$ cat config.mk
export PLATFORM = sky130hd
export DESIGN_NAME = sar_ctrl_flat
export DESIGN_NICKNAME = d
export VERILOG_FILES = /design/src/rtl/sar_pkg.sv /design/src/rtl/sar_ctrl_if.sv /design/src/rtl/sar_register.sv /design/src/rtl/sar_ctrl.sv /design/src/flat_wrapper.sv
export SDC_FILE = /design/constraint.sdc
export NUM_CORES = 1
export LEC_CHECK = 0
export ABC_AREA = 1
export BUFFER_PORTS_ARGS = -buffer_cell sky130_fd_sc_hd__buf_4
export CAP_MARGIN = 20
export CORE_MARGIN = 5
export CORE_UTILIZATION = 53
export CTS_BUF_LIST = sky130_fd_sc_hd__clkbuf_2 sky130_fd_sc_hd__clkbuf_4 sky130_fd_sc_hd__clkbuf_8
export CTS_CLUSTER_DIAMETER = 60
export DETAILED_ROUTE_END_ITERATION = 8
export GPL_TIMING_DRIVEN = 0
export HOLD_SLACK_MARGIN = 0.06
export MAX_ROUTING_LAYER = met4
export PLACE_DENSITY = 0.81
export REMOVE_ABC_BUFFERS = 1
export SLEW_MARGIN = 25
export SYNTH_ARGS = -nofsm -noshare
export SYNTH_HDL_FRONTEND = slang
export SYNTH_SLANG_ARGS = --single-unit
export TNS_END_PERCENT = 5
$ cat constraint.sdc
create_clock -name clk_in -period 1.5 [get_ports clk_in]
set_input_delay 0.3 -clock clk_in [delete_from_list [all_inputs] [get_ports clk_in]]
set_output_delay 0.3 -clock clk_in [all_outputs]
set_load 0.03 [all_outputs]
$ cat src/rtl/sar_pkg.sv
// Shared types and defaults for the successive-approximation ADC controller.
package sar_pkg;
  localparam int N_BITS_DEF        = 8;
  localparam int SAMPLE_CYCLES_DEF = 2;
  localparam int CNT_W             = 8;

  typedef enum logic [1:0] {
    IDLE    = 2'd0,
    SAMPLE  = 2'd1,
    CONVERT = 2'd2,
    DONE    = 2'd3
  } sar_state_e;
endpackage

$ cat src/rtl/sar_ctrl_if.sv
// Control/data bundle between a conversion requester and the SAR controller.
interface sar_ctrl_if
  import sar_pkg::*;
#(
  parameter int N_BITS = N_BITS_DEF
);
  logic              start;
  logic              comp_in;
  logic              sample_en;
  logic [N_BITS-1:0] dac_code;
  logic [N_BITS-1:0] result;
  logic              valid;
  logic              busy;

  modport master (
    output start, comp_in,
    input  sample_en, dac_code, result, valid, busy
  );

  modport slave (
    input  start, comp_in,
    output sample_en, dac_code, result, valid, busy
  );
endinterface

$ cat src/rtl/sar_register.sv
// Bit pointer and trial code: one comparator decision per step, MSB first.
module sar_register
  import sar_pkg::*;
#(
  parameter int N_BITS = N_BITS_DEF
) (
  input  logic              clk_in,
  input  logic              rst,
  input  logic              load,
  input  logic              step,
  input  logic              comp,
  output logic [N_BITS-1:0] code,
  output logic              last
);
  localparam int PW = $clog2(N_BITS);

  logic [PW-1:0] ptr;

  // The last decision clears the code so the DAC idles at zero; the caller
  // captures the final result from the pre-clear code plus this decision.
  always_ff @(posedge clk_in) begin
    if (rst) begin
      code <= '0;
      ptr  <= '0;
    end else if (load) begin
      code             <= '0;
      code[N_BITS-1]   <= 1'b1;
      ptr              <= PW'(N_BITS - 1);
    end else if (step) begin
      if (ptr == '0) begin
        code <= '0;
      end else begin
        code[ptr]        <= comp;
        code[ptr - 1'b1] <= 1'b1;
        ptr              <= ptr - 1'b1;
      end
    end
  end

  assign last = (ptr == '0);
endmodule

$ cat src/rtl/sar_ctrl.sv
// SAR ADC sequencer: track window, N_BITS binary-search decisions, result strobe.
module sar_ctrl
  import sar_pkg::*;
#(
  parameter int N_BITS        = N_BITS_DEF,
  parameter int SAMPLE_CYCLES = SAMPLE_CYCLES_DEF
) (
  input logic       clk_in,
  input logic       rst,
  sar_ctrl_if.slave bus
);
  sar_state_e        state;
  logic [CNT_W-1:0]  cnt;
  logic              sample_en_q;
  logic [N_BITS-1:0] result_q;
  logic              valid_q;
  logic              busy_q;
  logic [N_BITS-1:0] code;
  logic              last;
  logic              load;
  logic              step;
  logic              sample_end;

  assign sample_end = (cnt == CNT_W'(SAMPLE_CYCLES - 1));
  assign load       = (state == SAMPLE) && sample_end;
  assign step       = (state == CONVERT);

  sar_register #(.N_BITS(N_BITS)) u_reg (
    .clk_in (clk_in),
    .rst    (rst),
    .load   (load),
    .step   (step),
    .comp   (bus.comp_in),
    .code   (code),
    .last   (last)
  );

  always_ff @(posedge clk_in) begin
    if (rst) begin
      state       <= IDLE;
      cnt         <= '0;
      sample_en_q <= 1'b0;
      result_q    <= '0;
      valid_q     <= 1'b0;
      busy_q      <= 1'b0;
    end else begin
      valid_q <= 1'b0;
      case (state)
        IDLE: begin
          cnt <= '0;
          if (bus.start) begin
            state       <= SAMPLE;
            sample_en_q <= 1'b1;
            busy_q      <= 1'b1;
          end
        end
        SAMPLE: begin
          if (sample_end) begin
            state       <= CONVERT;
            sample_en_q <= 1'b0;
            cnt         <= '0;
          end else begin
            cnt <= cnt + 1'b1;
          end
        end
        CONVERT: begin
          // Bit 0 decision lands straight in the result; no further trial bit.
          if (last) begin
            state    <= DONE;
            busy_q   <= 1'b0;
            valid_q  <= 1'b1;
            result_q <= {code[N_BITS-1:1], bus.comp_in};
          end
        end
        DONE: begin
          state <= IDLE;
        end
        default: state <= IDLE;
      endcase
    end
  end

  assign bus.sample_en = sample_en_q;
  assign bus.dac_code  = code;
  assign bus.result    = result_q;
  assign bus.valid     = valid_q;
  assign bus.busy      = busy_q;
endmodule

$ cat src/flat_wrapper.sv
// flat-port wrapper written by rule: the top's interface ports become plain ports
module sar_ctrl_flat import sar_pkg::*;
#(
  parameter int N_BITS        = N_BITS_DEF,
  parameter int SAMPLE_CYCLES = SAMPLE_CYCLES_DEF
)
  (clk_in, rst, bus_start, bus_comp_in, bus_sample_en, bus_dac_code, bus_result, bus_valid, bus_busy);
  sar_ctrl_if #(.N_BITS(N_BITS)) bus_i ();
  input logic clk_in;
  input logic rst;
  input wire logic [$bits(bus_i.start)-1:0] bus_start;
  input wire logic [$bits(bus_i.comp_in)-1:0] bus_comp_in;
  output wire logic [$bits(bus_i.sample_en)-1:0] bus_sample_en;
  output wire logic [$bits(bus_i.dac_code)-1:0] bus_dac_code;
  output wire logic [$bits(bus_i.result)-1:0] bus_result;
  output wire logic [$bits(bus_i.valid)-1:0] bus_valid;
  output wire logic [$bits(bus_i.busy)-1:0] bus_busy;
  assign bus_i.start = bus_start;
  assign bus_i.comp_in = bus_comp_in;
  assign bus_sample_en = bus_i.sample_en;
  assign bus_dac_code = bus_i.dac_code;
  assign bus_result = bus_i.result;
  assign bus_valid = bus_i.valid;
  assign bus_busy = bus_i.busy;
  sar_ctrl #(.N_BITS(N_BITS), .SAMPLE_CYCLES(SAMPLE_CYCLES)) u_core (.clk_in(clk_in), .rst(rst), .bus(bus_i));
endmodule
==> impl_metrics.ini <==
[run_status]
outcome = finished, final reports clean

[setup_path]
worstPathCellList = inv_8 > ha_1 > inv_2 > o21ai_4 > nand3_2 > o21bai_1 > a21oi_1
cp_data_required_time_ns = 1.78
cp.arrival_ns = 1.73
path_delay_family = compound AO/OA/AOI/OAI gates
critPathLaunchType = register
cpMaxStageDelayCell = dfxtp_4
critical_path_buf_inv_count = 2
slowest_delay_ns = 0.39
critical_path_class = register to register
crit_path_max_fanout = 8
setup.worst_path.end_class = register

[synthesis]
synth.top_cells.by_count = nand2_1, a21oi_1, dfxtp_1, nand3_1, inv_1
synth_ff_type = dfxtp_1
post-synth-top-area-fraction_pct = 38.5
yosysWarningCount = 0
synth_register_bits = 32
yosys.area.top_type = dfxtp_1
synth.avg_cell_area_um2 = 6.94
synth-edff-count = 0
postSynthCellCount = 240
synth_area_leaders = dfxtp_1, nand2_1, a21oi_1, nand3_1, inv_1
synth.cell_area_um2 = 1670
async_reset_ff_share_pct = 0
count_of_different_cell_masters_after_synthesis = 28
ys_seq_area_share_pct = 38.5
synth_most_common_cell = nand2_1

[pwr]
leakage_nw = 0.907
p_per_area_nw_per_um2 = 1600
peak_supply_drop_mv = 0.934

[sta]
post-route-min-period_ns = 1.45
achievable-frequency_mhz = 689
fin_skew_ns = 0.00808
period_share_pct = 96.7
maxSlewViolCount = 0
worstMarginPinSlew_ns = 0.316
timing.slew.headroom_pct = 78.8
setup_viol_count_final = 0
final-hold-violation-count = 0

[routing]
viasPerCell = 5.34
route.antenna.remaining_nets = 0
route.vias.total = 1736
routed_wire_length_per_instance_um = 12.7
detail_route.iter0.violations = 112
drc = 0
wirelength_um = 4130
drt-pass1-iter-count = 4

[cts]
cts_num_sinks = 32
clk_pin_slew_worst_paths_ns = 0.09
cts-htree-levels = 2
tritoncts.num_buffers = 5
cts_tree = yes
cts-root-to-sink-buffers = 2
cts_root_buf = clkbuf_4
insertion_delay_ns = 0.35

[hold_path]
hold_class = input port to register

[global_routing]
number_of_global_route_vias_before_repair = 1402
track_usage_pct = 19.2
grt_first_pass_wirelength_um = 6360
grt.overflow.total = 0
antenna_found_initial = 0
grt_start_max_net_pins = 24

[floorplanning]
placement_rows = 20
start_util_pct = 55.0
top_level_ports = 23
die_area_um2 = 4360
fp.dieW_um = 66.1
core_area_um2 = 3030
die-height_um = 66.1

[placement]
portBuffers = 22
gp_congestion = 0.933
place_inst = 299
dpl.hpwl_um = 2540
placed_area_um2 = 1850

[layout]
final_cell_area_um2 = 2140
drive_above_1_share_pct = 26.3
n_fill_cell = 236
area_growth_syn_to_layout_pct = 28.5
layout_nets = 291
instances_no_fill = 325
diodes = 0

[run]
drv_cap = 0
flip-flops by register name (all words and copies together), names as in the netlist:
name / count
u_core.bus.busy: 1
u_core.bus.valid: 1
u_core.u_reg.ptr: 3
u_core.bus.sample_en: 1
u_core.u_reg.code: 8
u_core.bus.result: 8
u_core.state: 2
u_core.cnt: 8
power by group:
part	switching (mW)	internal [mW]	leakage, nW
Sequential	0.137	0.963	0.262
Clock	0.299	0.223	0.0380
Combinational	1.09	0.712	0.608
Total	1.53	1.90	0.907
what timing repair did:
item	in CTS	in global routing
buffers inserted	0	18
resized for setup	7	23
pin swaps	0	3
endpoints found under the setup margin	26	26
hold buffers	0	0
layout make-up:
cell class / instances / area, um2 / area share [%]
Clock buffer: 6 / 51.3 / 2.40
Clock inverter: 2 / 10.0 / 0.468
Inverter: 29 / 128 / 5.96
Multi-Input combinational cell: 172 / 942 / 44.0
Sequential cell: 32 / 651 / 30.4
Tap cell: 44 / 55.1 / 2.57
Timing Repair Buffer: 40 / 304 / 14.2
through the flow:
stage	util, %	power, mW	setup WS (ns)	setup TNS [ns]	hold slack [ns]
6_report	70.7	3.43	0.0489	0	0.253
5_1_grt	70.7	3.68	-0.0540	-0.361	0.250
4_1_cts	63.6	2.96	-0.0951	-0.306	0.244
3_5_place_dp	61.1	2.40	-0.305	-3.89	0.454
3_3_place_gp	61.1	2.39	-0.272	-3.82	0.449
2_1_floorplan	-	2.07	0.0164	0	0.369
worst min-delay path, stage by stage:
cell and delay [ns]:
buf_4 0.12, nand3_1 0.07, a21oi_1 0.06
cells in the final DEF, fill, tap and decap left out, drive strengths merged:
| cell | n |
|---|---|
| o21ai | 5 |
| clkbuf | 6 |
| or2 | 1 |
| ha | 7 |
| a22oi | 1 |
| a21oi | 32 |
| o21a | 1 |
| clkinvlp | 1 |
| inv | 28 |
| o22ai | 1 |
| nand4 | 5 |
| o211ai | 4 |
| nand3 | 33 |
| dfxtp | 32 |
| clkinv | 2 |
| xor2 | 2 |
| nand2 | 60 |
| a31oi | 1 |
| nor2 | 18 |
| buf | 40 |
| o21bai | 1 |
metal layers:
metal	global-route usage, %	routed length (um)
met1	25.2	1850
met5	-	0
met3	4.76	237
met2	28.0	1950
met4	8.38	90
kinds of logic (layout without fill, tap and decap cells):
logic type	after synthesis	count (layout)	synth area share (%)
AND/OR/NAND/NOR	117	117	30.7
AO/OA/AOI/OAI	46	46	15.7
flip-flops	32	32	38.5
buffers and inverters	36	77	8.86
adder cells (fa/ha/maj)	7	7	5.26
XOR/XNOR	2	2	1.05
final timing paths:
| check | cells past startpoint | slack, ns | end | startpoint |
|---|---|---|---|---|
| setup / recovery | 7 | 0.05 | u_core.state[0]$_SDFFE_PP0P_ | u_core.u_reg.ptr[0]$_SDFFE_PP0P_ |
| hold / removal | 3 | 0.25 | u_core.bus.sample_en$_SDFFE_PP0P_ | bus_start |
| setup reg to reg | 7 | 0.05 | u_core.state[0]$_SDFFE_PP0P_ | u_core.u_reg.ptr[0]$_SDFFE_PP0P_ |
| hold reg to reg | 2 | 0.47 | u_core.bus.result[0]$_SDFFE_PP0P_ | u_core.bus.result[0]$_SDFFE_PP0P_ |
(Power assumes the default switching activity.)
